## src/rtl/seg7_scan_driver_pkg.sv

```systemverilog
// Shared types and constants for the 7-segment scan driver and the nibble mux
// that feeds it.
package seg7_scan_driver_pkg;

    typedef enum logic [1:0] {
        IDLE  = 2'd0,
        BLANK = 2'd1,
        SHOW  = 2'd2
    } scan_state_t;

    // Digit select codes; the external nibble mux decodes the same values.
    localparam logic [2:0] SEL_A_LO = 3'd0;
    localparam logic [2:0] SEL_A_HI = 3'd1;
    localparam logic [2:0] SEL_B_LO = 3'd2;
    localparam logic [2:0] SEL_B_HI = 3'd3;
    localparam logic [2:0] SEL_F_LO = 3'd4;
    localparam logic [2:0] SEL_F_HI = 3'd5;

    localparam int NUM_NIBBLES = 6;

endpackage

```

## src/rtl/seg7_scan_driver.sv

```systemverilog
// Time-multiplexed 7-segment scanner: walks decod_sel over the digits, blanks
// between digits, and drives shared segments plus a one-hot digit enable.
module seg7_scan_driver
    import seg7_scan_driver_pkg::*;
#(
    parameter int NUM_DIGITS   = NUM_NIBBLES,
    parameter int SEL_WIDTH    = 3,
    parameter int DWELL_CYCLES = 1024,
    parameter int BLANK_CYCLES = 4
) (
    input  logic                  clk,
    input  logic                  rst,
    input  logic                  ena,
    input  logic                  scan_en,
    input  logic                  hold,
    input  logic [7:0]            seg_in,
    output logic [SEL_WIDTH-1:0]  decod_sel,
    output logic [7:0]            seg_out,
    output logic [NUM_DIGITS-1:0] digit_en,
    output logic                  frame_tick
);

    localparam int CNT_MAX = (DWELL_CYCLES > BLANK_CYCLES) ? DWELL_CYCLES : BLANK_CYCLES;
    localparam int CNT_W   = (CNT_MAX > 1) ? $clog2(CNT_MAX) : 1;
    localparam logic [CNT_W-1:0]     BLANK_LAST = CNT_W'(BLANK_CYCLES - 1);
    localparam logic [CNT_W-1:0]     DWELL_LAST = CNT_W'(DWELL_CYCLES - 1);
    localparam logic [SEL_WIDTH-1:0] IDX_LAST   = SEL_WIDTH'(NUM_DIGITS - 1);

    if (BLANK_CYCLES < 2) begin : g_bad_blank
        $error("seg7_scan_driver: BLANK_CYCLES must be >= 2");
    end
    if (DWELL_CYCLES < 1) begin : g_bad_dwell
        $error("seg7_scan_driver: DWELL_CYCLES must be >= 1");
    end
    if ((2 ** SEL_WIDTH) < NUM_DIGITS) begin : g_bad_sel
        $error("seg7_scan_driver: SEL_WIDTH too narrow for NUM_DIGITS");
    end

    scan_state_t           state_reg, state_next;
    logic [SEL_WIDTH-1:0]  idx_reg, idx_next;
    logic [CNT_W-1:0]      cnt_reg, cnt_next;
    logic [7:0]            seg_out_reg, seg_out_next;
    logic [NUM_DIGITS-1:0] digit_en_reg, digit_en_next;
    logic                  frame_tick_reg, frame_tick_next;
    logic [NUM_DIGITS-1:0] idx_onehot;

    genvar gi;
    generate
        for (gi = 0; gi < NUM_DIGITS; gi++) begin : g_onehot
            assign idx_onehot[gi] = (idx_reg == SEL_WIDTH'(gi));
        end
    endgenerate

    always_comb begin
        state_next      = state_reg;
        idx_next        = idx_reg;
        cnt_next        = cnt_reg;
        seg_out_next    = seg_out_reg;
        digit_en_next   = digit_en_reg;
        frame_tick_next = 1'b0;

        if (!scan_en) begin
            // Abort from any state; a partial frame never ticks.
            state_next    = IDLE;
            idx_next      = '0;
            cnt_next      = '0;
            seg_out_next  = '0;
            digit_en_next = '0;
        end else begin
            case (state_reg)
                IDLE: begin
                    seg_out_next  = '0;
                    digit_en_next = '0;
                    idx_next      = '0;
                    cnt_next      = '0;
                    state_next    = BLANK;
                end
                BLANK: begin
                    seg_out_next  = '0;
                    digit_en_next = '0;
                    if (cnt_reg == BLANK_LAST) begin
                        seg_out_next  = seg_in;
                        digit_en_next = idx_onehot;
                        cnt_next      = '0;
                        state_next    = SHOW;
                    end else begin
                        cnt_next = cnt_reg + 1'b1;
                    end
                end
                SHOW: begin
                    seg_out_next  = seg_in;
                    digit_en_next = idx_onehot;
                    if (!hold) begin
                        if (cnt_reg == DWELL_LAST) begin
                            cnt_next      = '0;
                            seg_out_next  = '0;
                            digit_en_next = '0;
                            state_next    = BLANK;
                            if (idx_reg == IDX_LAST) begin
                                idx_next        = '0;
                                frame_tick_next = 1'b1;
                            end else begin
                                idx_next = idx_reg + 1'b1;
                            end
                        end else begin
                            cnt_next = cnt_reg + 1'b1;
                        end
                    end
                end
                default: begin
                    state_next    = IDLE;
                    idx_next      = '0;
                    cnt_next      = '0;
                    seg_out_next  = '0;
                    digit_en_next = '0;
                end
            endcase
        end
    end

    always_ff @(posedge clk) begin
        if (rst) begin
            state_reg      <= IDLE;
            idx_reg        <= '0;
            cnt_reg        <= '0;
            seg_out_reg    <= '0;
            digit_en_reg   <= '0;
            frame_tick_reg <= 1'b0;
        end else if (ena) begin
            state_reg      <= state_next;
            idx_reg        <= idx_next;
            cnt_reg        <= cnt_next;
            seg_out_reg    <= seg_out_next;
            digit_en_reg   <= digit_en_next;
            frame_tick_reg <= frame_tick_next;
        end
    end

    assign decod_sel  = idx_reg;
    assign seg_out    = seg_out_reg;
    assign digit_en   = digit_en_reg;
    assign frame_tick = frame_tick_reg;

endmodule

```

## config.mk

```make
export PLATFORM = sky130hd
export DESIGN_NAME = seg7_scan_driver
export DESIGN_NICKNAME = d
export VERILOG_FILES = /design/src/rtl/seg7_scan_driver_pkg.sv /design/src/rtl/seg7_scan_driver.sv
export SDC_FILE = /design/constraint.sdc
export NUM_CORES = 1
export LEC_CHECK = 0
export BUFFER_PORTS_ARGS = -buffer_cell sky130_fd_sc_hd__buf_4
export CAP_MARGIN = 20
export CORE_MARGIN = 4
export CORE_UTILIZATION = 57
export DETAILED_ROUTE_END_ITERATION = 8
export HOLD_SLACK_MARGIN = 0.02
export PLACE_DENSITY = 0.79
export SETUP_SLACK_MARGIN = 0.1
export SYNTH_ARGS = -nofsm -noshare
export SYNTH_HDL_FRONTEND = slang
export SYNTH_SLANG_ARGS = --single-unit
```

## constraint.sdc

```tcl
create_clock -name clk -period 5 [get_ports clk]
set_input_delay 0.5 -clock clk [delete_from_list [all_inputs] [get_ports clk]]
set_output_delay 0.5 -clock clk [all_outputs]
set_load 0.02 [all_outputs]
```

==> results.md <==
- Max reg flops: 10
- RSZ-0062 raised after global routing: no
- Synth unique cells: 40
- Maxcap violations: 0
- Total wire length: 3.27 mm
- DRT iter0 DRCs: 52
- Post-CTS Setup Inserts: 0
- Gate Count Post-Synth: 156
- Leak: 0.000727 uW
- WP data required: 5.27 ns
- HP Class: input pin to flip-flop
- DR WL/cell: 15.0 um
- Sequential fraction of the synthesis area: 41.0%
- Finished Layout Cells: 218
- Post-CTS Resized: 0
- Max clock buf depth: 2
- HPWL Detailed: 2.45 mm
- Final hold violation count: 0
- CTS tree: yes
- Synthesized area: 0.00147 mm^2
- Layout cells sized above 1: 22.9%
- Reg power frac: 58.4%
- Power per Cell Area: 234 mW/mm^2
- Clk sink count: 30
- Util after Layout: 71.5%
- Starting Density: 59.7%
- H-Tree Depth: 2
- Hold buffers post-CTS: 0
- Hold wc startpoint: seg_in[6]
- Worst Setup End Kind: flip-flop
- Crit path kind: flip-flop to flip-flop
- Total grt overflow: 0
- IO Count: 31
- Switch share: 22.7%
- Initial antenna violation count: 0
- Share of the synthesized area in the top cell type: 41.0%
- Drc violations: 0
- CP startpoint: cnt_reg[0]$_SDFFE_PP0P_
- Core area: 0.00245 mm^2
- FP Rows: 18
- Cell Int Power: 317 uW
- Die Ht: 58.7 um
- Vias in the first global route: 1293
- Clock Tree Root: clkbuf_4
- # diodes: 0
- Rel. slew slack: 41.9%
- Clk_skew: 0.00900 ns
- RR Startpoint: cnt_reg[0]$_SDFFE_PP0P_
- Worst slew pin tran: 0.868 ns
- Worst VDD drop: 179 uV
- Post-Syn Area per Cell: 9.40 um^2
- Seq cells post-synth: 30
- Setup Viol. Count Final: 0
- Clock power frac: 36.2%
- Combinational group share of total power: 5.4%
- GP Congestion: 0.802
- Layout fillers: 196
- DRT Pass-1 Iters: 4
- Antenna Nets Post-Route: 0
- Count of flip-flops with a built-in enable after synthesis: 0
- Max Slew Vio Count: 0
- CTS Buf Count: 5
- Routed vias/inst: 6.16
- Final period util: 42.0%
- Top fanout value on the critical path: 14
- Main synth FF type: dfxtp_1
- GRT Util Overall: 21.8%
- Die area: 0.00345 mm^2
- Pin count of the biggest net entering global routing: 16
- Area growth syn-to-layout: 19.7%
- Top cells by area, synth: dfxtp_1, a22o_1, ha_1
- Net switching power figure: 93.1 uW
- R2r setup slk: 2.90 ns
- I/O Buffers: 30
- Status: finished, final reports clean
- Largest area contributor in the netlist: dfxtp_1
- Post-Place Cells: 210
- Clk Latency, worst-skew pair: 0.33 ns
- Highest Clock Rate: 0.476 GHz
- Die Width: 58.7 um
- Critical path launch point type: flip-flop
- CP Data Arrival Time: 2.37 ns
- Setup TNS Final: 0 ns
- Asr flop ratio synth: 0%
- Min Tclk post-route: 2.10 ns
- Syn nets: 175
- Via Count: 1343
- First-pass GRT wire length: 5.73 mm
- Fin nets: 206
- CTS clock-pin slew for the worst setup and hold paths: 0.09 ns
- Yosys warns: 0
==> synth_stat cells, types with 2 or more instances <==
cell       n
dfxtp_1   30
a22o_1    13
nor2_1    13
nand2_1   10
a21oi_1    6
and2_1     6
ha_1       6
nand3_1    6
nor3_1     6
o31ai_1    6
inv_1      5
o21ai_0    5
and3_1     4
o2bb2a_1   4
buf_2      3
nand2b_1   3
nand4_1    3
a32o_1     2
clkbuf_1   2
mux2i_1    2
o22ai_1    2
==> cells in the final DEF (no fill, tap or decap), drive strengths merged, types with 2 or more instances in the layout <==
cell	netlist	routed
nand3	6	6
a22o	13	13
nor2	13	13
dfxtp	30	30
buf	4	30
o22ai	2	2
a21oi	6	6
and2	6	6
nand2	10	10
ha	6	6
o2bb2a	4	4
and3	4	4
inv	5	5
nor4	2	2
nand4	4	4
o31ai	6	6
nand2b	3	3
clkbuf	2	7
o21ai	6	6
nor3	6	6
mux2i	2	2
a32o	2	2
==> critical path, stage by stage, from the launching register on <==
cell	delay, ns
dfxtp_1	0.39
ha_1	0.22
nor2b_1	0.24
nand3_1	0.20
o22ai_1	0.23
and3b_1	0.50
a32o_1	0.24
==> metrics by stage <==
| step | worst slack (ns) | hold slack (ns) | total power (uW) | instance area [um^2] |
|---|---|---|---|---|
| 2_1_floorplan | 3.19 | 0.458 | 256 | 1470 |
| 3_3_place_gp | 3.08 | 0.452 | 267 | 1700 |
| 3_5_place_dp | 2.96 | 0.457 | 267 | 1700 |
| 4_1_cts | 2.92 | 0.377 | 416 | 1760 |
| 5_1_grt | 2.71 | 0.373 | 430 | 1760 |
| 6_report | 2.90 | 0.394 | 411 | 1760 |
==> power by group through the flow <==
stage	Clock (uW)	Combinational [uW]	Sequential (uW)
finish	149	22.2	240
global route	165	24.3	240
CTS	155	22.0	240
detailed placement	0	22.0	245
global placement	0	21.4	245
floorplan	0	10.8	245
==> final cells by class <==
cell class	count	area, um^2	share of cell area (%)
Multi-Input combinational cell	115	813	46.3
Sequential cell	30	601	34.2
Timing Repair Buffer	30	225	12.8
Clock buffer	7	55.1	3.14
Tap cell	30	37.5	2.14
Inverter	5	18.8	1.07
Clock inverter	1	5.00	0.285
==> worst paths after layout <==
check / endpoint / depth (start not counted)
max: digit_en[1]$_SDFFE_PP0P_ / 6
min: seg_out[6]$_SDFFE_PP0P_ / 2
max reg2reg: digit_en[1]$_SDFFE_PP0P_ / 6
min reg2reg: digit_en[0]$_SDFFE_PP0P_ / 1
==> metal layers <==
layer	vias up	share of wire, %	global-route usage (%)
met5	-	0	0
met4	0	1.7	11.0
met3	5	7.9	6.80
met2	41	45	35.0
met1	648	45	26.0
li1	649	-	-
==> kinds of logic after synthesis <==
kind of cell	Yosys count	synth area share (%)
simple gates	61	23.5
compound gates	46	25.5
flops	30	41.0
buf+inv	11	3.58
fa+ha+maj	6	5.12
mux	2	1.37
No activity file was read; power rests on OpenSTA's default activity.
